## src/rtl/regfile_scoreboard_if.sv

```systemverilog
// Bus between the issue/writeback pipeline and the register file scoreboard.
// The pipeline drives the master side; the scoreboard sits on the slave side.
interface regfile_scoreboard_if #(
  parameter int IDX_W  = 5,
  parameter int DATA_W = 32
);
  logic              wb_we;
  logic [IDX_W-1:0]  wb_idx;
  logic [DATA_W-1:0] wb_data;
  logic [IDX_W-1:0]  rs0_idx;
  logic [IDX_W-1:0]  rs1_idx;
  logic [DATA_W-1:0] rs0_data;
  logic [DATA_W-1:0] rs1_data;
  logic              rs0_busy;
  logic              rs1_busy;
  logic              issue_valid;
  logic              issue_wr;
  logic [IDX_W-1:0]  issue_rd;
  logic              issue_ready;
  logic              flush;
  logic              err_underflow;

  modport master (
    output wb_we, wb_idx, wb_data, rs0_idx, rs1_idx,
    output issue_valid, issue_wr, issue_rd, flush,
    input  rs0_data, rs1_data, rs0_busy, rs1_busy, issue_ready, err_underflow
  );

  modport slave (
    input  wb_we, wb_idx, wb_data, rs0_idx, rs1_idx,
    input  issue_valid, issue_wr, issue_rd, flush,
    output rs0_data, rs1_data, rs0_busy, rs1_busy, issue_ready, err_underflow
  );
endinterface

```

## src/rtl/regfile_scoreboard.sv

```systemverilog
// Architectural register file with two bypassed read ports and a per-register
// pending-write counter used by issue to detect RAW hazards.
module regfile_scoreboard #(
  parameter int NR_REG = 32,
  parameter int PEND_W = 2,
  parameter bit BYPASS = 1'b1
) (
  input logic                clk,
  input logic                rst,
  regfile_scoreboard_if.slave bus
);
  localparam int              IDX_W   = $clog2(NR_REG);
  localparam logic [PEND_W-1:0] CNT_MAX = '1;

  logic [31:0]       regs_q [NR_REG];
  logic [PEND_W-1:0] cnt_q  [NR_REG];
  logic [PEND_W-1:0] cnt_d  [NR_REG];
  logic              err_q, err_d;

  logic wb_hit, dec, inc, underflow, issue_ready;

  assign wb_hit = bus.wb_we && (bus.wb_idx != '0);
  assign dec    = wb_hit && (cnt_q[bus.wb_idx] != '0);

  // A saturated destination can still accept a mark if a writer retires this cycle.
  assign issue_ready = !(bus.issue_valid && bus.issue_wr && (bus.issue_rd != '0) &&
                         (cnt_q[bus.issue_rd] == CNT_MAX) &&
                         !(dec && (bus.wb_idx == bus.issue_rd)));
  assign inc       = bus.issue_valid && bus.issue_wr && (bus.issue_rd != '0) && issue_ready;
  assign underflow = wb_hit && (cnt_q[bus.wb_idx] == '0) &&
                     !(inc && (bus.issue_rd == bus.wb_idx));
  assign err_d     = err_q | underflow;

  function automatic logic [31:0] read_data(input logic [IDX_W-1:0] idx);
    if (idx == '0)                                   return '0;
    else if (BYPASS && bus.wb_we && bus.wb_idx == idx) return bus.wb_data;
    else                                             return regs_q[idx];
  endfunction

  function automatic logic read_busy(input logic [IDX_W-1:0] idx);
    return (cnt_q[idx] != '0) &&
           !(BYPASS && bus.wb_we && (bus.wb_idx == idx) && (cnt_q[idx] == PEND_W'(1)));
  endfunction

  assign bus.rs0_data      = read_data(bus.rs0_idx);
  assign bus.rs1_data      = read_data(bus.rs1_idx);
  assign bus.rs0_busy      = read_busy(bus.rs0_idx);
  assign bus.rs1_busy      = read_busy(bus.rs1_idx);
  assign bus.issue_ready   = issue_ready;
  assign bus.err_underflow = err_q;

  always_comb begin
    for (int i = 0; i < NR_REG; i++) begin
      // NOTE: every path starts from a default so no latch is inferred.
      cnt_d[i] = cnt_q[i];
      if (bus.flush) begin
        cnt_d[i] = '0;
      end else if (inc && bus.issue_rd == IDX_W'(i) && !(dec && bus.wb_idx == IDX_W'(i))) begin
        cnt_d[i] = cnt_q[i] + 1'b1;
      end else if (dec && bus.wb_idx == IDX_W'(i) && !(inc && bus.issue_rd == IDX_W'(i))) begin
        cnt_d[i] = cnt_q[i] - 1'b1;
      end
    end
  end

  // NOTE: state updates use non-blocking assignments so all flops sample together.
  always_ff @(posedge clk) begin
    if (rst) begin
      // NOTE: the register array is reset explicitly because reset must clear architectural state.
      for (int i = 0; i < NR_REG; i++) begin
        regs_q[i] <= '0;
        cnt_q[i]  <= '0;
      end
      err_q <= 1'b0;
    end else begin
      if (wb_hit) regs_q[bus.wb_idx] <= bus.wb_data;
      for (int i = 0; i < NR_REG; i++) cnt_q[i] <= cnt_d[i];
      err_q <= err_d;
    end
  end
endmodule

```

## src/flat_wrapper.sv

```systemverilog
// flat-port wrapper written by rule: the top's interface ports become plain ports
module regfile_scoreboard_flat 
#(
  parameter int NR_REG = 32,
  parameter int PEND_W = 2,
  parameter bit BYPASS = 1'b1
)
  (clk, rst, bus_wb_we, bus_wb_idx, bus_wb_data, bus_rs0_idx, bus_rs1_idx, bus_issue_valid, bus_issue_wr, bus_issue_rd, bus_flush, bus_rs0_data, bus_rs1_data, bus_rs0_busy, bus_rs1_busy, bus_issue_ready, bus_err_underflow);
  regfile_scoreboard_if #(.IDX_W(5), .DATA_W(32)) bus_i ();
  input logic clk;
  input logic rst;
  input wire logic [$bits(bus_i.wb_we)-1:0] bus_wb_we;
  input wire logic [$bits(bus_i.wb_idx)-1:0] bus_wb_idx;
  input wire logic [$bits(bus_i.wb_data)-1:0] bus_wb_data;
  input wire logic [$bits(bus_i.rs0_idx)-1:0] bus_rs0_idx;
  input wire logic [$bits(bus_i.rs1_idx)-1:0] bus_rs1_idx;
  input wire logic [$bits(bus_i.issue_valid)-1:0] bus_issue_valid;
  input wire logic [$bits(bus_i.issue_wr)-1:0] bus_issue_wr;
  input wire logic [$bits(bus_i.issue_rd)-1:0] bus_issue_rd;
  input wire logic [$bits(bus_i.flush)-1:0] bus_flush;
  output wire logic [$bits(bus_i.rs0_data)-1:0] bus_rs0_data;
  output wire logic [$bits(bus_i.rs1_data)-1:0] bus_rs1_data;
  output wire logic [$bits(bus_i.rs0_busy)-1:0] bus_rs0_busy;
  output wire logic [$bits(bus_i.rs1_busy)-1:0] bus_rs1_busy;
  output wire logic [$bits(bus_i.issue_ready)-1:0] bus_issue_ready;
  output wire logic [$bits(bus_i.err_underflow)-1:0] bus_err_underflow;
  assign bus_i.wb_we = bus_wb_we;
  assign bus_i.wb_idx = bus_wb_idx;
  assign bus_i.wb_data = bus_wb_data;
  assign bus_i.rs0_idx = bus_rs0_idx;
  assign bus_i.rs1_idx = bus_rs1_idx;
  assign bus_i.issue_valid = bus_issue_valid;
  assign bus_i.issue_wr = bus_issue_wr;
  assign bus_i.issue_rd = bus_issue_rd;
  assign bus_i.flush = bus_flush;
  assign bus_rs0_data = bus_i.rs0_data;
  assign bus_rs1_data = bus_i.rs1_data;
  assign bus_rs0_busy = bus_i.rs0_busy;
  assign bus_rs1_busy = bus_i.rs1_busy;
  assign bus_issue_ready = bus_i.issue_ready;
  assign bus_err_underflow = bus_i.err_underflow;
  regfile_scoreboard #(.NR_REG(NR_REG), .PEND_W(PEND_W), .BYPASS(BYPASS)) u_core (.clk(clk), .rst(rst), .bus(bus_i));
endmodule
```

## config.mk

```make
export PLATFORM = sky130hd
export DESIGN_NAME = regfile_scoreboard_flat
export DESIGN_NICKNAME = d
export VERILOG_FILES = /design/src/rtl/regfile_scoreboard_if.sv /design/src/rtl/regfile_scoreboard.sv /design/src/flat_wrapper.sv
export SDC_FILE = /design/constraint.sdc
export NUM_CORES = 2
export LEC_CHECK = 0
export BUFFER_PORTS_ARGS = -buffer_cell sky130_fd_sc_hd__buf_4
export CORE_MARGIN = 4
export CORE_UTILIZATION = 25
export DETAILED_ROUTE_END_ITERATION = 8
export PLACE_DENSITY = 0.48
export SLEW_MARGIN = 20
export SYNTH_ARGS = -nofsm -noshare
export SYNTH_HDL_FRONTEND = slang
export SYNTH_SLANG_ARGS = --single-unit
```

## constraint.sdc

```tcl
create_clock -name clk -period 4.1 [get_ports clk]
set_clock_uncertainty 0.2 [all_clocks]
set_input_delay 0.205 -clock clk [delete_from_list [all_inputs] [get_ports clk]]
set_output_delay 0.205 -clock clk [all_outputs]
set_load 0.05 [all_outputs]
```

Word level (Yosys, flattened, before mapping)

Memories as Yosys holds them, arrays and structs flattened.
Cells that the tools add are included.

Memories kept: 2
Logic and storage cells: 535
Output and inout bits: 68
RAM bits: 1,088
Flip-flop bits (word level): 1

Reductions and logical operators: 225
Equal/unequal tests: 69
Add/subtract/negate cells: 64
Mux-type cells: 141
Bitwise logic cells: 33

Memories:

| memory        | depth | bits a word | read ports | clocked after memory_dff | write ports | line                     | source |
|---|---|---|---|---|---|---|---|
| u_core.regs_q | 32    | 32          | 2          | 0                        | 32          | regfile_scoreboard.sv:15 | `logic [31:0] regs_q [NR_REG];` |
| u_core.cnt_q  | 32    | 2           | 36         | 0                        | 32          | regfile_scoreboard.sv:16 | `logic [PEND_W-1:0] cnt_q [NR_REG];` |

Operator list:

| operator            | count |
|---|---|
| $mux 2              | 128 |
| $eq 5x5->1 const B  | 32 |
| $mux 32             | 5 |
| $logic_and 1x1->1   | 145 |
| $eq 5x4->1 const B  | 16 |
| $logic_not 1->1     | 69 |
| $add 2x1->2 const B | 32 |
| $sub 2x1->2 const B | 32 |
| $eq 5x3->1 const B  | 8 |
| $or 1x1->1          | 33 |
| $reduce_or 32->1    | 1 |
| $eq 5x2->1 const B  | 4 |
| $eq 5x5->1          | 4 |
| $logic_not 5->1     | 4 |
| $eq 5x1->1 const B  | 2 |
| $reduce_bool 5->1   | 2 |
| $mux 1              | 7 |
| $reduce_bool 2->1   | 3 |
| $mux 5              | 1 |
| $eq 2x1->1 const B  | 2 |
| $eq 2x2->1 const B  | 1 |
| $logic_not 2->1     | 1 |

Depth between registers and ports, before layout

Word-level depth: 15
Mapped depth: 14
Gate-level depth less buffers: 11

Least setup slack after synthesis

Ideal clock, no wire load.

Kind: input -> register
From: input port bus_wb_idx[3]
To: memory u_core.regs_q[12][0], enable pin
Slack: -69 ps
Required time: 3,434 ps
Arrival time: 3,504 ps
Stages: 7
Setup time: 466 ps
Path buffers: 3
Cell sequence: buf_2 -> buf_2 -> nor2_1 -> nand2_1 -> nand4_1 -> clkbuf_1 -> o21ai_0

RTL lines:

| item               | line                     | source |
|---|---|---|
| start: declaration | flat_wrapper.sv:13       | `input wire logic [$bits(bus_i.wb_idx)-1:0] bus_wb_idx;` |
| end: declaration   | regfile_scoreboard.sv:15 |  |

Final worst setup path

From: input port bus_wb_idx[4]
To: output port bus_rs1_data[12]

Word-level cells in the longest chain between the ends: 4

RTL lines:

| item              | line                     | source |
|---|---|---|
| $eq 5x5->1        | regfile_scoreboard.sv:36 | `else if (BYPASS && bus.wb_we && bus.wb_idx == idx) return bus.wb_data;` |
| $logic_and 1x1->1 | regfile_scoreboard.sv:36 |  |
| $mux 32           | regfile_scoreboard.sv:36 |  |
| $mux 32           | regfile_scoreboard.sv:35 | `if (idx == '0) return '0;` |
| end: declaration  | flat_wrapper.sv:22       | `output wire logic [$bits(bus_i.rs1_data)-1:0] bus_rs1_data;` |

No other way between the ends.

==> results by group <==
Power
  – Sw frac: 27.2%
  – Psw: 7.79 mW
  – VDD IR max: 425 uV
  – Comb power frac: 14.6%
  – Power per cell area: 401 mW/mm^2
  – Seq pwr share: 45.4%
  – Internal power: 20.9 mW
  – Lkg Pwr: 24.0 nW
  – Clk pwr share: 39.9%

GRT
  – First-pass GRT wire length: 313000 microns
  – Antenna violations before repair: 24
  – Total track usage: 17.6%
  – Vias in the first global route: 38900
  – Overflow after GRT: 0
  – Largest net degree at the start of global routing: 62

CTS
  – Clk buf depth: 3
  – Num CTS Buffers: 130
  – CTS clk-pin slew, worst paths: 0.06 ns
  – CTS tree: built
  – Clk sinks: 1089
  – Clock root buffer: clkbuf_16
  – Clk_lat worst skew: 0.77 ns
  – Depth of the CTS H-tree: 4

Routing
  – WL met3: 17600 microns
  – DRC: 0
  – DR WL/cell: 29.9 microns
  – Iter 0 DRT Violations: 4383
  – Final ANT Viol Nets: 0
  – Final WL: 224000 microns
  – Top layer in use: met5
  – Met2 wire len: 105000 microns
  – Pre-antenna DRT Iters: 5
  – Vias: 38300
  – WL met1: 96400 microns
  – Vias/cell: 5.12

Cells and area
  – Share of layout cells above drive strength 1: 29.9%
  – Fill cells: 23900
  – Multi-input logic area: 0.0275 sq mm
  – Nets: 4279
  – Layout area overhead: 17.9%
  – Fin cells: 7483
  – Register area: 0.0321 sq mm
  – Final Cell Area: 0.0715 sq mm

STA
  – Tcrit/Tclk final: 91.9%
  – Post-route setup TNS: 0 ns
  – RSZ-0062 raised after global routing: false
  – Measured slew at the worst slew-check pin: 1.09 ns
  – Tmin final: 3.77 ns
  – Slew headroom: 27.4%
  – Max Freq: 265 MHz
  – Final setup fails: 0
  – Fin. Hold Viols: 0
  – Slew Viols, Final: 0

Worst setup path
  – Crit-path slowest cell: nor3_1
  – CP arrival: 3.36 ns
  – RR Endpoint: u_core.cnt_q[23][1]$_SDFFE_PP0P_
  – WS Path Type: primary input to output pin
  – R2r worst-path depth: 11
  – Type of origin of the critical path: primary input
  – Critical Path Max Stage Delay: 0.56 ns
  – WP data required: 3.69 ns
  – R2R Setup Slk: 0.41 ns
  – Max FO, Critical Path: 18
  – CP Capture Type: output pin
  – Most common cell on crit path: buf_4
  – CP Cell Sequence: dlygate4sd3_1 > buf_4 > xor2_1 > nor4_2 > and3_1 > buf_4 > buf_4 > a211oi_1 > nor3_1 > buf_4
  – FF-to-FF Start: u_core.cnt_q[5][0]$_SDFFE_PP0P_

Floorplan
  – Die X: 501 microns
  – Num rows: 180
  – Die H: 501 microns
  – Die area: 0.251 sq mm
  – I/O Pins: 126
  – Core Area: 0.241 sq mm
  – Initial Util: 25.2%

Yosys
  – Mapped Cells: 4062
  – Top cells by area, synth: edfxtp_1, mux4_2, and2_1, dfxtp_1, clkbuf_1
  – YS warnings: 0
  – Main synth FF type: edfxtp_1
  – Seq cells post-synth: 1089
  – EDFF count, synth: 1024
  – Synth cell types: 59
  – Async SR Flop Fraction: 0%
  – Synth top area share: 50.7%
  – Synth area leader: edfxtp_1
  – Syn avg cell area: 14.9 sq um
  – Synthesized area: 0.0607 sq mm
  – Seq/Total Area, Yosys: 52.8%

Placed design
  – DPL Wire Length: 138000 microns
  – RePlAce Congestion: 0.826
  – Buffers on Ports: 125
  – Placed cells: 7206
  – Cell Area, Placed: 0.0670 sq mm

Hold path
  – Hold endpoint: u_core.regs_q[0][2]$_SDFFCE_PN0P_
  – Hold Path Origin: rst
  – Hold WC Path Type: primary input to flip-flop
  – Hold path depth: 2

Status
  – Status: complete, no violations

Flow run
  – Max cap viols: 0
-- critical path: cells and delay by family --
family          cells  cell delay [ns]
simple gates        3             1.11
compound gates      1             0.15
buf+inv             5             1.67
xor+xnor            1             0.19
-- power by group through the flow --
stage	Clock [mW]	Sequential [mW]	Combinational, mW
2_1_floorplan	0	13.2	2.58
3_3_place_gp	0	13.2	4.20
3_5_place_dp	0	13.2	4.20
4_1_cts	11.7	13.0	4.25
5_1_grt	12.2	13.1	4.39
6_report	11.4	13.0	4.20
-- kinds of logic (layout without fill, tap and decap cells) --
family                   after synthesis  after routing  share of synthesized area, %
AO/OA/AOI/OAI                        288            288                          3.11
other                                  2             43                        0.0124
XOR/XNOR                              79             79                          1.14
multiplexers                         746            746                          25.6
flip-flops                          1089           1089                          52.8
AND/OR/NAND/NOR                     1388           1388                          13.6
buffers and inverters                438            633                          3.01
adder cells (fa/ha/maj)               32             32                         0.660
-- layer usage --
| metal | vias up | global-route usage, % |
|---|---|---|
| met1 | 20500 | 24.7 |
| met3 | 281 | 3.34 |
| li1 | 15900 | - |
| met2 | 1673 | 28.3 |
| met5 | - | 0 |
| met4 | 2 | 3.98 |
-- layout make-up --
class	instances	share of cell area [%]
inverter	2	0.0105
clock inverter	69	1.01
sequential	1089	44.8
clock buffer	163	4.81
timing repair buffer	399	5.27
tap	3185	5.57
antenna	9	0.0315
multi-input combinational	2567	38.5
-- what timing repair did --
action / 4_1_cts / 5_1_grt
hold buffers: 36 / 0
hold endpoints to repair: 999 / 0
setup buffers: 0 / 0
resized for setup: 0 / 0
-- placed cells by master, fill, tap and decap left out, types with 10 or more instances in the layout --
cell and instances:
edfxtp_1 1024, and2_1 996, mux4_2 646, buf_4 304
clkbuf_16 131, nor2_1 128, a211oi_1 125, mux2i_1 96
xor2_1 74, a21oi_1 65, dfxtp_1 65, nand2_1 52
buf_12 51, o21ai_0 38, dlygate4sd3_1 36, nor2b_1 35
conb_1 34, or3_1 33, nor2_4 33, ha_1 32
o21ai_4 31, nor3_1 30, clkbuf_1 28, clkinv_1 24
and3_1 22, clkinv_2 21, nor4_2 11, nor4_1 10
-- synthesized netlist by cell type, drive strengths merged, types with 7 or more instances --
master / number
o21ai: 69
dfxtp: 65
nor2b: 35
mux2i: 96
nor3: 30
and2: 997
xor2: 74
nand2b: 7
nor4: 22
mux4: 646
buf: 135
and3: 22
a21oi: 65
edfxtp: 1024
nand3: 8
nor2: 161
a211oi: 125
ha: 32
or3: 33
nand2: 52
clkbuf: 301
-- metrics by stage --
| step | power [mW] | hold slack (ns) | util (%) | setup WS (ns) |
|---|---|---|---|---|
| 2_1_floorplan | 15.7 | 0.203 | - | -0.0694 |
| 3_3_place_gp | 17.4 | 0.311 | 27.8 | 0.371 |
| 3_5_place_dp | 17.4 | 0.329 | 27.8 | 0.349 |
| 4_1_cts | 29.0 | 0.0609 | 29.7 | 0.430 |
| 5_1_grt | 29.7 | 0.0803 | 29.7 | 0.174 |
| 6_report | 28.7 | 0.0858 | 29.7 | 0.332 |
-- worst max-delay path by stage --
stage,cells past startpoint,endpoint,from
detailed placement,12,u_core.cnt_q[19][1]$_SDFFE_PP0P_,bus_wb_idx[2]
finish,10,bus_rs1_data[12],bus_wb_idx[4]
global placement,12,u_core.cnt_q[23][1]$_SDFFE_PP0P_,bus_wb_idx[2]
CTS,11,u_core.cnt_q[23][1]$_SDFFE_PP0P_,u_core.cnt_q[5][0]$_SDFFE_PP0P_
global route,11,u_core.cnt_q[23][1]$_SDFFE_PP0P_,u_core.cnt_q[5][0]$_SDFFE_PP0P_
floorplan,7,u_core.regs_q[12][0]$_SDFFCE_PN0P_,bus_wb_idx[3]
-- state kept, by name, indices dropped and copies added (netlist names) --
signal	count
u_core.regs_q	1024
u_core.bus.err_underflow	1
u_core.cnt_q	64
Power figures use the tool's default switching activity.
